===== src/rtl/multiplicar_seq_if.sv =====
// Handshake and operand/result bundle for the sequential Q-format multiplier.
interface multiplicar_seq_if #(
    parameter int unsigned WIDTH = 20
);
    logic             iniciar;
    logic [WIDTH-1:0] multiplicando;
    logic [WIDTH-1:0] multiplicador;
    logic [WIDTH-1:0] produto;
    logic             overflow;
    logic             ocupado;
    logic             pronto;

    modport master (
        output iniciar, multiplicando, multiplicador,
        input  produto, overflow, ocupado, pronto
    );

    modport slave (
        input  iniciar, multiplicando, multiplicador,
        output produto, overflow, ocupado, pronto
    );
endinterface


===== src/rtl/multiplicar_seq.sv =====
// Sequential unsigned fixed-point shift-add multiplier, one multiplier bit per clock.
// Companion to the dividir divider; same Q(WIDTH-FRAC).FRAC operand format.
module multiplicar_seq #(
    parameter int unsigned WIDTH = 20,
    parameter int unsigned FRAC  = 12
) (
    input  logic              clk,
    input  logic              rst_n,
    multiplicar_seq_if.slave  bus
);
    localparam int unsigned CW = (WIDTH > 1) ? $clog2(WIDTH) : 1;

    typedef enum logic [1:0] {
        IDLE,
        RUN,
        DONE
    } state_t;

    state_t             state, state_nxt;
    logic [2*WIDTH-1:0] acc;
    logic [2*WIDTH-1:0] acc_sum;
    logic [2*WIDTH-1:0] mcand;
    logic [WIDTH-1:0]   mplier;
    logic [CW-1:0]      cnt;
    logic               load;
    logic               last;
    logic               ocupado_c;
    logic               pronto_c;

    always_ff @(posedge clk or negedge rst_n) begin
        if (!rst_n) state <= IDLE;
        else        state <= state_nxt;
    end

    always_comb begin
        state_nxt = state;
        load      = 1'b0;
        ocupado_c = 1'b0;
        pronto_c  = 1'b0;
        last      = (cnt == CW'(WIDTH - 1));
        case (state)
            IDLE: begin
                if (bus.iniciar) begin
                    load      = 1'b1;
                    state_nxt = RUN;
                end
            end
            RUN: begin
                ocupado_c = 1'b1;
                if (last) state_nxt = DONE;
            end
            DONE: begin
                pronto_c = 1'b1;
                if (bus.iniciar) begin
                    load      = 1'b1;
                    state_nxt = RUN;
                end else begin
                    state_nxt = IDLE;
                end
            end
            default: state_nxt = IDLE;
        endcase
    end

    // Shifting the multiplicand one place per iteration is the same as
    // adding it shifted left by the iteration count.
    always_comb begin
        acc_sum = acc + (mplier[0] ? mcand : '0);
    end

    always_ff @(posedge clk or negedge rst_n) begin
        if (!rst_n) begin
            acc          <= '0;
            mcand        <= '0;
            mplier       <= '0;
            cnt          <= '0;
            bus.produto  <= '0;
            bus.overflow <= 1'b0;
        end else if (load) begin
            acc    <= '0;
            mcand  <= {{WIDTH{1'b0}}, bus.multiplicando};
            mplier <= bus.multiplicador;
            cnt    <= '0;
        end else if (state == RUN) begin
            acc    <= acc_sum;
            mcand  <= mcand << 1;
            mplier <= mplier >> 1;
            cnt    <= cnt + CW'(1);
            if (last) begin
                bus.produto  <= acc_sum[FRAC+WIDTH-1:FRAC];
                bus.overflow <= |acc_sum[2*WIDTH-1:FRAC+WIDTH];
            end
        end
    end

    assign bus.ocupado = ocupado_c;
    assign bus.pronto  = pronto_c;
endmodule


===== src/flat_wrapper.sv =====
// flat-port wrapper written by rule: the top's interface ports become plain ports
module multiplicar_seq_flat 
#(
    parameter int unsigned WIDTH = 20,
    parameter int unsigned FRAC  = 12
)
  (clk, rst_n, bus_iniciar, bus_multiplicando, bus_multiplicador, bus_produto, bus_overflow, bus_ocupado, bus_pronto);
  multiplicar_seq_if #(.WIDTH(WIDTH)) bus_i ();
  input  logic clk;
  input  logic rst_n;
  input wire logic [$bits(bus_i.iniciar)-1:0] bus_iniciar;
  input wire logic [$bits(bus_i.multiplicando)-1:0] bus_multiplicando;
  input wire logic [$bits(bus_i.multiplicador)-1:0] bus_multiplicador;
  output wire logic [$bits(bus_i.produto)-1:0] bus_produto;
  output wire logic [$bits(bus_i.overflow)-1:0] bus_overflow;
  output wire logic [$bits(bus_i.ocupado)-1:0] bus_ocupado;
  output wire logic [$bits(bus_i.pronto)-1:0] bus_pronto;
  assign bus_i.iniciar = bus_iniciar;
  assign bus_i.multiplicando = bus_multiplicando;
  assign bus_i.multiplicador = bus_multiplicador;
  assign bus_produto = bus_i.produto;
  assign bus_overflow = bus_i.overflow;
  assign bus_ocupado = bus_i.ocupado;
  assign bus_pronto = bus_i.pronto;
  multiplicar_seq #(.WIDTH(WIDTH), .FRAC(FRAC)) u_core (.clk(clk), .rst_n(rst_n), .bus(bus_i));
endmodule

===== config.mk =====
export PLATFORM = sky130hd
export DESIGN_NAME = multiplicar_seq_flat
export DESIGN_NICKNAME = d
export VERILOG_FILES = /design/src/rtl/multiplicar_seq_if.sv /design/src/rtl/multiplicar_seq.sv /design/src/flat_wrapper.sv
export SDC_FILE = /design/constraint.sdc
export NUM_CORES = 1
export LEC_CHECK = 0
export ABC_AREA = 0
export CAP_MARGIN = 30
export CORE_MARGIN = 1
export CORE_UTILIZATION = 45
export DETAILED_ROUTE_END_ITERATION = 16
export PLACE_DENSITY = 0.67
export SETUP_SLACK_MARGIN = 0.3
export SLEW_MARGIN = 20
export SYNTH_ARGS = -nofsm -noshare
export SYNTH_HDL_FRONTEND = slang
export SYNTH_SLANG_ARGS = --single-unit
export TNS_END_PERCENT = 100

===== constraint.sdc =====
create_clock -name clk -period 3.8 [get_ports clk]
set_input_delay 0.76 -clock clk [delete_from_list [all_inputs] [get_ports clk]]
set_output_delay 0.76 -clock clk [all_outputs]
set_load 0.02 [all_outputs]

==> key figures <==
Synthesis
  • Post-synthesis sequential area ratio: 43.8%
  • Ys Warns: 0
  • Synth top area cells: dfrtp_1 44%, ha_1 6.9%, nand2_1 6.7%
  • Yosys top cell area share: 43.8%
  • Post-synthesis cell area: 7310 sq um
  • FF+latch count, synth: 128
  • Post-synth EDFFs: 0
  • Most used flip-flop cell after synthesis: dfrtp_1
  • Yosys top cell by area: dfrtp_1
  • Yosys cell types: 58
  • Post-synth ARST share: 100%
  • Syn Area/Cell: 9.55 sq um
  • Syn Nets: 849
  • Synthesized netlist cell count: 765

STA
  • Period minus WS final: 3.40 ns
  • Final setup vio count: 0
  • Achievable frequency: 294 MHz
  • Setup TNS: 0 ns
  • Tightest Pin Transition: 0.968 ns
  • Final Cycle Share: 89.6%
  • Slew Viols, Final: 0
  • Max-slew headroom: 35.4%
  • Hold Slack: 0.324 ns
  • Hold Fails Final Rpt: 0
  • Clock Skew: 0.00922 ns
  • RSZ-0062 raised after global routing: true

CTS
  • Clock Latency Late Sink: 0.42 ns
  • Root Driver: clkbuf_16
  • CTS Sinks: 128
  • CTS tree: built
  • CTS HTree Levels: 4
  • Max clock buf depth: 2
  • Reg clk slew, reported paths: 0.05 ns
  • CTS Buf Count: 17
  • Post-CTS Hold Buffers: 0

Routing
  • Via density: 5.66
  • Iter 0 DRT Violations: 377
  • WL final: 17700 microns
  • DRC: 0
  • Avg WL per Cell: 16.8 microns
  • DR vias: 5959
  • Post-route ant nets: 0
  • First drt pass iteration count: 5

Global routing
  • Global Route Usage Sum: 22.6%
  • Total gr overflow: 0
  • First-pass GRT wire length: 29700 microns
  • Antenna violations before repair: 0
  • Largest net degree at the start of global routing: 89
  • Vias in the first global route: 5944

Layout
  • Antenna diode count: 0
  • Fillers: 1448
  • Share of cells above drive strength 1: 10.3%
  • Area Growth Syn to Fin: 20.9%
  • NumNets Final: 909
  • Leading cell type in the layout, fill and taps excluded: nand2_1
  • Final Non-Filler Cells: 1052
  • Most frequent cells in the layout: 130 x nand2_1, 128 x dfrtp_1, 64 x clkdlybuf4s50_1, 49 x a22o_1, 45 x a21oi_1

Placed design
  • # port buffers: 65
  • Gp weighted congestion: 0.881
  • Dpl hpwl: 12300 microns
  • Placed cell count: 1016

Worst setup path
  • Crit-path cells: buf_6, and2_4, ha_4, fa_2, a21o_1, a221o_1, a32oi_2, o22ai_2, or2_4, o311ai_4, o211ai_1, nor4b_2, a41oi_1
  • CP Capture Type: flip-flop
  • Max FO, Critical Path: 5
  • Slowest cell on the critical path: dfrtp_1
  • Slowest stage delay, CP: 0.43 ns
  • Critical Path Start Type: flip-flop
  • WS Path Type: flip-flop to flip-flop
  • Arrival @ worst endpoint: 3.67 ns
  • Startpoint of the worst register-to-register path: u_core.mplier[0]
  • Critical path startpoint: u_core.mplier[0]
  • Crit path required time: 4.07 ns
  • R2R depth: 13

Die
  • Io pins: 66
  • Initial Util: 46.0%
  • Core area: 15900 sq um
  • Row count: 46
  • Die span in x: 129 microns
  • Die Height: 129 microns
  • Die Area: 16700 sq um

Power
  • Power per Cell Area: 929 nW/um^2
  • Leakage: 4.02 nW
  • VDD IR max: 379 uV
  • Final Power: 8.20 mW

Outcome
  • Status: finished clean

Job
  • Max Cap Viol: 0

Hold path
  • Type of the worst min-delay path: primary input to async pin
## registers in the layout, summed over array words and instances (netlist names)
register             cells
u_core.bus.overflow      1
u_core.acc              40
u_core.mplier           20
u_core.cnt               5
u_core.mcand            40
u_core.state             2
u_core.bus.produto      20
## layout make-up
cell class	instances	area (sq um)	share of cell area, %
clock buffers	23	458	5.18
inverters	11	41.3	0.467
well taps	216	270	3.06
repair buffers	86	817	9.25
flip-flops and latches	128	3200	36.3
multi-input cells	581	3960	44.8
clock inverters	7	87.6	0.992
## path summary, 6_finish.rpt
path / slack (ns) / endpoint
hold reg to reg: 0.47 / u_core.mplier[5]
hold / removal: 0.32 / u_core.bus.produto[14]
setup reg to reg: 0.40 / u_core.bus.overflow
min in group clk: 0.47 / u_core.mplier[5]
setup / recovery: 0.40 / u_core.bus.overflow
max in group asynchronous: 2.59 / u_core.mcand[6]
## logic make-up (layout without fill, tap and decap cells)
| group | Yosys count | count (layout) | share of synthesized area [%] |
|---|---|---|---|
| XOR/XNOR | 36 | 36 | 4.32 |
| multiplexers | 21 | 21 | 3.22 |
| AND/OR/NAND/NOR | 254 | 254 | 16.3 |
| flip-flops | 128 | 128 | 43.8 |
| buffers and inverters | 56 | 127 | 2.91 |
| AO/OA/AOI/OAI | 229 | 229 | 22.3 |
| adder cells (fa/ha/maj) | 41 | 41 | 7.12 |
## critical path, delay by kind of cell (launching register included)
kind / cells / cell delay [ns]
adders and majority gates: 2 / 0.52
and+or+nand+nor: 3 / 0.64
buffers and inverters: 1 / 0.15
AOI/OAI and AO/OA: 7 / 1.50
DFF: 1 / 0.43
## power by group
| part | leakage (nW) | internal (mW) | switching [mW] |
|---|---|---|---|
| Clock | 0.267 | 0.969 | 0.574 |
| Combinational | 2.15 | 1.80 | 2.40 |
| Sequential | 1.60 | 2.02 | 0.437 |
| Total | 4.02 | 4.79 | 3.41 |
## metrics by stage
stage | utilization (%) | cell area [sq um] | setup WS [ns]
2_1_floorplan | - | 7310 | 0.427
3_3_place_gp | 51.5 | 8190 | 0.330
3_5_place_dp | 51.5 | 8190 | 0.240
4_1_cts | 55.1 | 8760 | 0.327
5_1_grt | 55.6 | 8830 | 0.209
6_report | 55.6 | 8830 | 0.396
## synthesized netlist by cell type, drive strengths merged (2+ instances only)
| cell | instances |
|---|---|
| a2111oi | 3 |
| a211oi | 3 |
| a21boi | 3 |
| a21o | 14 |
| a21oi | 47 |
| a221oi | 3 |
| a22o | 49 |
| a22oi | 36 |
| a31oi | 5 |
| a41oi | 2 |
| and2 | 42 |
| and3 | 3 |
| buf | 2 |
| clkbuf | 43 |
| dfrtp | 128 |
| ha | 40 |
| inv | 11 |
| mux2 | 20 |
| nand2 | 131 |
| nand2b | 3 |
| nand3 | 9 |
| nand4 | 11 |
| nor2 | 32 |
| nor2b | 4 |
| nor3 | 10 |
| nor4 | 2 |
| o211ai | 6 |
| o21ai | 37 |
| o21bai | 3 |
| o22ai | 2 |
| o311ai | 3 |
| o31ai | 3 |
| o41ai | 2 |
| or3 | 2 |
| xnor2 | 17 |
| xor2 | 19 |
## what timing repair did
item,CTS,global route
setup buffers,1,3
gates resized for setup,2,10
pin swaps,2,10
endpoints found under the setup margin,2,6
cloned,0,2
## per-layer routing
| layer | global-route usage [%] | wire length [microns] |
|---|---|---|
| met4 | 8.07 | 327 |
| met1 | 32.0 | 8760 |
| met2 | 35.0 | 8050 |
| met3 | 3.80 | 573 |
| met5 | 0 | 0 |
Note: power is estimated with default switching activity, not from simulation.
